File: src/rtl/input_port_reader_pkg.sv
// Shared constants and address-decode helper for the memory-mapped input port.
// Register offsets are relative to the block's base address.
package input_port_reader_pkg;

  localparam int unsigned CNT_W = 16;

  localparam logic [31:0] OFF_SW   = 32'h0000_0000;
  localparam logic [31:0] OFF_BTN  = 32'h0000_0004;
  localparam logic [31:0] OFF_EDGE = 32'h0000_0008;
  localparam logic [31:0] OFF_CNT  = 32'h0000_000C;

  localparam logic [CNT_W-1:0] CNT_MAX = '1;

  typedef enum logic [1:0] {
    REG_SW   = 2'd0,
    REG_BTN  = 2'd1,
    REG_EDGE = 2'd2,
    REG_CNT  = 2'd3
  } reg_sel_e;

  typedef struct packed {
    logic     hit;
    reg_sel_e sel;
  } reg_dec_t;

  function automatic reg_dec_t decode_addr(input logic [31:0] addr,
                                           input logic [31:0] base);
    reg_dec_t dec;
    dec.hit = 1'b1;
    dec.sel = REG_SW;
    if (addr == base + OFF_SW)        dec.sel = REG_SW;
    else if (addr == base + OFF_BTN)  dec.sel = REG_BTN;
    else if (addr == base + OFF_EDGE) dec.sel = REG_EDGE;
    else if (addr == base + OFF_CNT)  dec.sel = REG_CNT;
    else                              dec.hit = 1'b0;
    return dec;
  endfunction

endpackage

File: src/rtl/input_port_reader_debouncer.sv
// Single-bit 2-flop synchroniser followed by a consecutive-cycle debounce filter.
// rise_o is high in the cycle before the accepted level steps from 0 to 1.
module input_debouncer #(
  parameter logic [15:0] DEB_CYCLES = 16'd20000
) (
  input  logic clk,
  input  logic rst,
  input  logic raw_i,
  output logic level_o,
  output logic rise_o
);

  logic        sync1_q;
  logic        sync2_q;
  logic        level_q;
  logic        level_d;
  logic [15:0] cnt_q;
  logic [15:0] cnt_d;
  logic        differ;
  logic        accept;

  // cnt_q holds how many consecutive differing cycles have already been seen,
  // so the level is accepted on the DEB_CYCLES-th one.
  always_comb begin
    differ  = (sync2_q != level_q);
    accept  = differ && (cnt_q == DEB_CYCLES - 16'd1);
    level_d = accept ? sync2_q : level_q;
    cnt_d   = (!differ || accept) ? 16'd0 : cnt_q + 16'd1;
  end

  // NOTE: sequential state uses non-blocking assignments so every flop samples
  // pre-edge values; the synchroniser chain would collapse with blocking ones.
  always_ff @(posedge clk) begin
    if (rst) begin
      sync1_q <= 1'b0;
      sync2_q <= 1'b0;
      level_q <= 1'b0;
      cnt_q   <= 16'd0;
    end else begin
      sync1_q <= raw_i;
      sync2_q <= sync1_q;
      level_q <= level_d;
      cnt_q   <= cnt_d;
    end
  end

  assign level_o = level_q;
  assign rise_o  = accept && sync2_q;

endmodule

File: src/rtl/input_port_reader.sv
// Memory-mapped switch/button reader: debounced levels, sticky press flags
// and a saturating press counter, read combinationally on deviceData.
module input_port_reader
  import input_port_reader_pkg::*;
#(
  parameter logic [31:0] BASE_ADDR  = 32'h0000_1010,
  parameter int          NUM_SW     = 8,
  parameter int          NUM_BTN    = 4,
  parameter logic [15:0] DEB_CYCLES = 16'd20000
) (
  input  logic               clk,
  input  logic               rst,
  input  logic [31:0]        address,
  input  logic [31:0]        dataIn,
  input  logic               memWrite,
  input  logic               memRead,
  input  logic [NUM_SW-1:0]  switches,
  input  logic [NUM_BTN-1:0] buttons,
  output logic [31:0]        deviceData
);

  localparam int NUM_IN = NUM_SW + NUM_BTN;

  logic [NUM_IN-1:0]  raw_all;
  logic [NUM_IN-1:0]  level_all;
  logic [NUM_IN-1:0]  rise_all;
  logic [NUM_SW-1:0]  sw_level;
  logic [NUM_BTN-1:0] btn_level;
  logic [NUM_BTN-1:0] btn_rise;

  logic [NUM_BTN-1:0] edge_q;
  logic [NUM_BTN-1:0] edge_d;
  logic [CNT_W-1:0]   cnt_q;
  logic [CNT_W-1:0]   cnt_d;

  logic               wr_edge;
  logic               wr_cnt;
  logic [NUM_BTN-1:0] w1c_mask;
  logic [CNT_W:0]     presses;
  logic [CNT_W:0]     cnt_base;
  logic [CNT_W:0]     cnt_sum;
  reg_dec_t           rd_dec;

  // Switch rise pulses and the unused upper store-data bits have no consumer.
  logic rise_unused;
  logic data_unused;
  assign rise_unused = ^rise_all[NUM_SW-1:0];
  assign data_unused = ^dataIn;

  assign raw_all = {buttons, switches};

  for (genvar i = 0; i < NUM_IN; i++) begin : g_deb
    input_debouncer #(
      .DEB_CYCLES(DEB_CYCLES)
    ) u_deb (
      .clk    (clk),
      .rst    (rst),
      .raw_i  (raw_all[i]),
      .level_o(level_all[i]),
      .rise_o (rise_all[i])
    );
  end

  assign sw_level  = level_all[NUM_SW-1:0];
  assign btn_level = level_all[NUM_IN-1:NUM_SW];
  assign btn_rise  = rise_all[NUM_IN-1:NUM_SW];

  assign wr_edge = memWrite && (address == BASE_ADDR + OFF_EDGE);
  assign wr_cnt  = memWrite && (address == BASE_ADDR + OFF_CNT);

  // NOTE: every always_comb output gets a default first, so no branch can
  // leave a variable unassigned and infer a latch.
  always_comb begin
    presses = '0;
    for (int i = 0; i < NUM_BTN; i++) begin
      presses = presses + {{CNT_W{1'b0}}, btn_rise[i]};
    end
    // The write clears first; presses landing in the same cycle still count.
    cnt_base = wr_cnt ? '0 : {1'b0, cnt_q};
    cnt_sum  = cnt_base + presses;
    cnt_d    = cnt_sum[CNT_W] ? CNT_MAX : cnt_sum[CNT_W-1:0];

    w1c_mask = wr_edge ? dataIn[NUM_BTN-1:0] : '0;
    edge_d   = (edge_q & ~w1c_mask) | btn_rise;
  end

  always_ff @(posedge clk) begin
    if (rst) begin
      edge_q <= '0;
      cnt_q  <= '0;
    end else begin
      edge_q <= edge_d;
      cnt_q  <= cnt_d;
    end
  end

  // Read path reflects pre-edge register values, so a same-cycle store is
  // not visible until the following cycle.
  always_comb begin
    rd_dec     = decode_addr(address, BASE_ADDR);
    deviceData = '0;
    if (memRead && rd_dec.hit) begin
      unique case (rd_dec.sel)
        REG_SW:   deviceData[NUM_SW-1:0]  = sw_level;
        REG_BTN:  deviceData[NUM_BTN-1:0] = btn_level;
        REG_EDGE: deviceData[NUM_BTN-1:0] = edge_q;
        REG_CNT:  deviceData[CNT_W-1:0]   = cnt_q;
        default:  deviceData = '0;
      endcase
    end
  end

endmodule

File: config.mk
export PLATFORM = sky130hd
export DESIGN_NAME = input_port_reader
export DESIGN_NICKNAME = d
export VERILOG_FILES = /design/src/rtl/input_port_reader_pkg.sv /design/src/rtl/input_port_reader_debouncer.sv /design/src/rtl/input_port_reader.sv
export SDC_FILE = /design/constraint.sdc
export NUM_CORES = 1
export LEC_CHECK = 0
export CAP_MARGIN = 10
export CORE_ASPECT_RATIO = 1.2
export CORE_UTILIZATION = 47
export DETAILED_ROUTE_END_ITERATION = 12
export GPL_TIMING_DRIVEN = 0
export HOLD_SLACK_MARGIN = 0.06
export PLACE_DENSITY = 0.78
export RECOVER_POWER = 100
export SETUP_SLACK_MARGIN = 0.05
export SYNTH_ARGS = -nofsm -noshare
export SYNTH_HDL_FRONTEND = slang
export SYNTH_HIERARCHICAL = 1
export SYNTH_SLANG_ARGS = --single-unit
File: constraint.sdc
create_clock -name clk -period 8.1 [get_ports clk]
set_input_delay 2.43 -clock clk [delete_from_list [all_inputs] [get_ports clk]]
set_output_delay 2.43 -clock clk [all_outputs]
set_load 0.02 [all_outputs]
==> results by group, run 1 <==
Finish
  – Layout Utilization: 56.2%
  – Non-filler cells, final: 1719
  – Share of cells above drive strength 1: 13.6%
  – Final Cell Area: 0.0140 mm^2
  – P&R area growth vs syn: 16.1%
  – # diodes: 0
  – Fill cell count: 2160
  – Nets@finish: 1475

Pwr
  – Peak supply drop: 0.183 mV
  – Leakage: 5.01 nW
  – Switching Fraction: 19.8%
  – Clock power frac: 51.3%
  – Switch Pwr: 0.529 mW
  – Pwr Total: 2.67 mW
  – Logic gate share of total power: 2.5%
  – Pwr/cell area: 190 mW/mm^2
  – Int Power: 2.14 mW
  – Seq pwr share: 46.2%

Outcome
  – Failing checks: capacitance limit, slew limit
  – Outcome: finished, violations left

Timing
  – Final period util: 97.2%
  – PnR worst setup slack: 0.227 ns
  – Crit path time final: 7.87 ns
  – Least-Margin Pin Slew: 2.32 ns
  – Skew final: 0.00929 ns
  – RSZ-0062 raised after global routing: no
  – Final hold violations: 0
  – Setup violations, final: 0
  – F_max: 127 MHz
  – Setup TNS: 0 ns
  – Max-slew violation count: 49
  – WHS: 0.434 ns
  – Slew headroom: -54.7%

Yosys
  – Avg Cell Area, Syn: 9.58 um^2
  – Synth Instances: 1263
  – Warnings from Yosys: 6
  – Netlist Area Pre-Place: 0.0121 mm^2

Detailed routing
  – Post-Route WL: 23.9 mm
  – Avg Vias per Cell: 5.28
  – DR iter-0 viols: 405
  – Routed Antenna Nets: 0
  – Vias: 9068
  – Wire per inst: 13.9 um
  – Router iterations before antenna repair: 4
  – Drt drc: 0

Global route
  – GR Util met1: 22.5%
  – Met3 track utilization from global routing: 2.42%
  – First-pass GRT wire length: 40.8 mm
  – GRT Max-Usage Layer: met2
  – GRT Overall Usage: 18.4%
  – Initial antenna violation count: 0
  – Largest net degree at the start of global routing: 49
  – GRT overflow: 0
  – Number of global-route vias before repair: 8918
  – Routing usage on met2: 32.5%

Place
  – Post-detail-place hpwl: 16.8 mm
  – Place WS: 0.125 ns
  – Port bufs: 67
  – Placed insts: 1671
  – RePlAce Congestion: 0.847
  – Placed inst area: 0.0132 mm^2

Hold path
  – Hold Path Class: reg2reg

Clock tree
  – Clock tree buffer depth: 3
  – Post-CTS Repair Setup Buffers: 0
  – CTS tree: yes
  – Clock latency on the worst-skew pair: 0.52 ns
  – Clk slew on worst S/H paths: 0.06 ns
  – CTS H-tree depth: 1
  – Post-CTS Hold Buffers: 0
  – CTS Buf Count: 26
  – Root buffer selected by CTS: clkbuf_16
  – CTS Sinks: 248

Critical path
  – Crit path to: deviceData[4]
  – R2r startpoint: g_deb[9].u_deb/cnt_q[0]
  – R2R setup slack: 3.83 ns
  – CP Launch Point: address[10]
  – Worst Path Class, Setup: in2out
  – CP arrival: 5.44 ns
  – Crit end category: output pin
  – Crit start category: input pin
  – Data required, critical path: 5.67 ns
  – R2R Path End: cnt_q[12]
  – Max Fanout on Critical Path: 10
  – R2r worst-path depth: 14

Die
  – Core footprint: 0.0250 mm^2
  – DIE AREA: 0.0264 mm^2
  – Chip height: 178 um
  – Initial Util: 48.4%
  – I/O pin cnt: 112
  – Site row count: 63
  – Die X: 148 um

Job
  – Max Cap Viol: 1
-- layout make-up --
| cell class | count | area (um^2) | area share [%] |
|---|---|---|---|
| clock buffer | 32 | 744 | 5.30 |
| sequential | 248 | 4960 | 35.4 |
| multi-input combinational | 950 | 6570 | 46.8 |
| buffer | 72 | 392 | 2.79 |
| inverter | 8 | 30.0 | 0.214 |
| timing repair buffer | 68 | 669 | 4.77 |
| clock inverter | 16 | 267 | 1.90 |
| tap | 325 | 407 | 2.90 |
-- registers in the layout, summed over array words and instances (netlist names) --
| signal | flops |
|---|---|
| g_deb.u_deb/cnt_q | 192 |
| g_deb.u_deb/sync2_q | 12 |
| g_deb.u_deb/level_o | 12 |
| cnt_q | 16 |
| g_deb.u_deb/sync1_q | 12 |
| edge_q | 4 |
-- what timing repair did --
action / in CTS / in global routing
setup endpoints to repair: 0 / 3
resized for setup: 0 / 3
endpoints found under the hold margin: 0 / 0
-- metal layers --
layer	share of wire, %	wire (um)
met4	2.3	552
met1	45	10700
met3	2.8	669
met2	50	12000
met5	0	0
-- worst min path at each step --
stage | from | to | depth (start not counted)
2_1_floorplan | g_deb[0].u_deb/sync1_q | g_deb[0].u_deb/sync2_q | 1
3_3_place_gp | g_deb[0].u_deb/sync1_q | g_deb[0].u_deb/sync2_q | 1
3_5_place_dp | g_deb[9].u_deb/sync1_q | g_deb[9].u_deb/sync2_q | 1
4_1_cts | g_deb[8].u_deb/sync1_q | g_deb[8].u_deb/sync2_q | 1
5_1_grt | g_deb[9].u_deb/sync1_q | g_deb[9].u_deb/sync2_q | 1
6_report | g_deb[8].u_deb/sync1_q | g_deb[8].u_deb/sync2_q | 1
-- critical path, cell delays in order --
cell and delay (ns):
clkdlybuf4s50_1 0.40, nor4b_1 0.31, and4_2 0.36, and3_1 0.24
ha_1 0.33, clkbuf_2 0.25, a22oi_1 0.10, and4bb_1 0.33
dlygate4sd3_1 0.69
-- power by group through the flow --
stage	clock [mW]	combinational (mW)	sequential, mW
6_report	1.37	0.0675	1.23
2_1_floorplan	0	0.0364	1.26
4_1_cts	1.40	0.0731	1.23
3_5_place_dp	0	0.0727	1.26
5_1_grt	1.44	0.0737	1.23
3_3_place_gp	0	0.0710	1.26
-- placed cells by master (no fill, tap or decap), types with 12 or more instances in the layout --
cell type,count
xnor2_1,101
nor4_1,30
and2_1,13
and4b_1,24
nor2_2,25
nor2_1,199
conb_1,16
nand3_1,38
buf_4,16
clkdlybuf4s50_1,53
ha_1,18
nor4b_2,12
clkbuf_2,13
and4_1,57
clkbuf_1,18
nand4_4,12
nor3_1,39
clkbuf_16,27
nand2_1,64
xor2_1,89
mux2i_1,12
dfxtp_1,248
nor2b_1,30
nand3_2,12
dlygate4sd3_1,13
buf_2,25
and3_1,18
nand4_1,67
No activity file was read; power rests on OpenSTA's default activity.
==> inputs of run 2 (changes only) <==
Settings changed: HOLD_SLACK_MARGIN 0.06 to 0.08, PLACE_DENSITY 0.78 to 0.79, SYNTH_HIERARCHICAL 1 to not set.
==> run 2 against run 1 <==
Net effect:
- non-clock buffer count shrank 10
- sequential cell count is the same
- the run now ends clean
- worst setup slack lost 0.011 ns
- clock power shrank 10%
- core utilization grew 0.62 points
- cell count shrank 1.7%
- total power shrank 5.0%
- final area shrank 5.8%
- synthesized cell count shrank 1.3%
- via count grew 0.60%
- clock-buffer cell count shrank 2
- wire length grew 0.62%
==> results by group, run 2 <==
Critical path
  – Crit end category: output pin
  – Crit start category: input pin
  – R2R setup slack: 3.77 ns
  – R2R Path End: cnt_q[12]
  – R2r startpoint: g_deb[10].u_deb.cnt_q[5]
  – Worst Path Class, Setup: in2out
  – Data required, critical path: 5.67 ns
  – Max Fanout on Critical Path: 10
  – CP arrival: 5.45 ns
  – R2r worst-path depth: 11

Timing
  – RSZ-0062 raised after global routing: no
  – Least-Margin Pin Slew: 0.726 ns
  – Crit path time final: 7.88 ns
  – Final hold violations: 0
  – Setup TNS: 0 ns
  – F_max: 127 MHz
  – Max-slew violation count: 0
  – Final period util: 97.3%
  – WHS: 0.439 ns
  – Setup violations, final: 0
  – PnR worst setup slack: 0.216 ns
  – Skew final: 0.00926 ns
  – Slew headroom: 51.6%

Pwr
  – Pwr/cell area: 192 mW/mm^2
  – Seq pwr share: 48.6%
  – Logic gate share of total power: 2.8%
  – Peak supply drop: 0.163 mV
  – Switch Pwr: 0.519 mW
  – Int Power: 2.01 mW
  – Leakage: 4.44 nW
  – Pwr Total: 2.53 mW
  – Switching Fraction: 20.5%
  – Clock power frac: 48.7%

Finish
  – P&R area growth vs syn: 18.1%
  – Share of cells above drive strength 1: 6.04%
  – Top reg by flops: g_deb.u_deb.cnt_q
  – Largest registers: g_deb.u_deb.cnt_q: 192 flops, cnt_q: 16 flops
  – Non-filler cells, final: 1689
  – Nets@finish: 1458
  – Final Cell Area: 0.0132 mm^2
  – # diodes: 0
  – Most frequent cells in the layout: 248 x dfxtp_1, 183 x nor2_1, 97 x xor2_1, 83 x nand4_1, 68 x nand2_1
  – Layout Utilization: 56.8%
  – Most common cell after layout, fill and taps aside: dfxtp_1
  – Number of flip-flops in the largest register: 192

Yosys
  – Top_reg_cell synth: dfxtp_1
  – Post-synth cell types: 59
  – Post-synthesis sequential area ratio: 44.3%
  – Synth top area cells: dfxtp_1 44%, xor2_1 7.6%, nor2_1 6.2%, xnor2_1 4.9%, nand4_1 4.6%
  – Async SR Flop Fraction: 0%
  – Area leader, netlist: dfxtp_1
  – Commonest cells post-synth: 248 x dfxtp_1, 184 x nor2_1, 97 x xor2_1
  – Warnings from Yosys: 0
  – Cell with the most instances after synthesis: dfxtp_1
  – Post-synth EDFFs: 0
  – Synth top area share: 44.3%
  – #FFs+latches synth: 248
  – Synth Instances: 1247
  – Netlist Area Pre-Place: 0.0112 mm^2
  – Avg Cell Area, Syn: 8.98 um^2

Clock tree
  – CTS tree: yes
  – Root buffer selected by CTS: clkbuf_16
  – CTS H-tree depth: 1
  – Clk slew on worst S/H paths: 0.07 ns
  – CTS Sinks: 248
  – Clock tree buffer depth: 3
  – CTS Buf Count: 24
  – Clock latency on the worst-skew pair: 0.51 ns

Place
  – Placed inst area: 0.0123 mm^2
  – Post-detail-place hpwl: 16.8 mm
  – RePlAce Congestion: 0.864
  – Placed insts: 1643
  – Port bufs: 66
  – Place WS: -0.917 ns

Job
  – Max Cap Viol: 0

Detailed routing
  – Routed Antenna Nets: 0
  – Avg Vias per Cell: 5.40
  – Wire per inst: 14.2 um
  – Router iterations before antenna repair: 8
  – Vias: 9122
  – Drt drc: 0
  – Post-Route WL: 24.1 mm
  – DR iter-0 viols: 548

Global route
  – First-pass GRT wire length: 40.0 mm
  – Number of global-route vias before repair: 8657
  – GRT overflow: 0
  – Largest net degree at the start of global routing: 16
  – GRT Overall Usage: 19.7%
  – Initial antenna violation count: 0

Hold path
  – Hold Path End: g_deb[1].u_deb.sync2_q
  – Hold Path Class: reg2reg
  – Hold Startpoint: g_deb[1].u_deb.sync1_q
  – Hold Path Depth: 1

Die
  – Site row count: 61
  – Die X: 143 um
  – DIE AREA: 0.0245 mm^2
  – Core footprint: 0.0233 mm^2
  – I/O pin cnt: 112
  – Chip height: 171 um
  – Initial Util: 48.1%

Outcome
  – Outcome: finished clean
==> run 2: how the worst max path moves through the flow <==
stage | start | endpoint | cells past startpoint
floorplan | address[7] | deviceData[6] | 9
global placement | address[16] | deviceData[7] | 11
detailed placement | address[16] | deviceData[7] | 11
CTS | address[7] | deviceData[2] | 11
global route | address[27] | deviceData[11] | 11
finish | address[8] | deviceData[11] | 10
==> run 2: area by class of cell <==
type	instances	area, um^2
fill	2017	10100
buffer	61	297
timing repair buffer	69	668
clock buffer	30	674
tap	315	394
multi-input combinational	928	5930
clock inverter	13	206
sequential	248	4960
inverter	25	93.8
==> run 2: power by group through the flow <==
stage	registers (mW)	clock network (mW)	logic [mW]
2_1_floorplan	1.26	0	0.0343
3_3_place_gp	1.26	0	0.0690
3_5_place_dp	1.26	0	0.0698
4_1_cts	1.23	1.25	0.0706
5_1_grt	1.23	1.30	0.0763
6_report	1.23	1.23	0.0705
==> run 2: cells by family after synthesis <==
| group | Yosys count | share of synthesized area, % |
|---|---|---|
| compound gates | 108 | 5.90 |
| fa+ha+maj | 21 | 2.55 |
| simple gates | 611 | 29.9 |
| other cells | 1 | 0.0335 |
| xor+xnor | 160 | 12.5 |
| buf+inv | 86 | 3.70 |
| flops | 248 | 44.3 |
| mux | 12 | 1.07 |
==> run 2: metal layers <==
metal / vias up / share of wire, % / global-route usage (%)
li1: 4627 / - / -
met3: 26 / 3.2 / 2.29
met4: 0 / 1.7 / 6.12
met2: 136 / 50 / 35.3
met5: - / 0 / 0
met1: 4333 / 45 / 24.5
==> run 2: worst max-delay path: stages <==
cell             delay, ns
clkdlybuf4s50_1       0.42
nor4_2                0.32
nand4_2               0.25
nor2_4                0.23
clkbuf_4              0.23
and2_1                0.19
ha_2                  0.27
clkbuf_2              0.23
and4_1                0.19
dlygate4sd3_1         0.68
==> run 2: what timing repair did <==
item                                    in CTS  in global routing
gates cloned                                 0                  0
endpoints found under the setup margin      16                 16
endpoints found under the hold margin        0                  0
hold buffers                                 0                  0
pin swaps                                    2                  3
resized for setup                           13                  8
buffers inserted                             3                  0
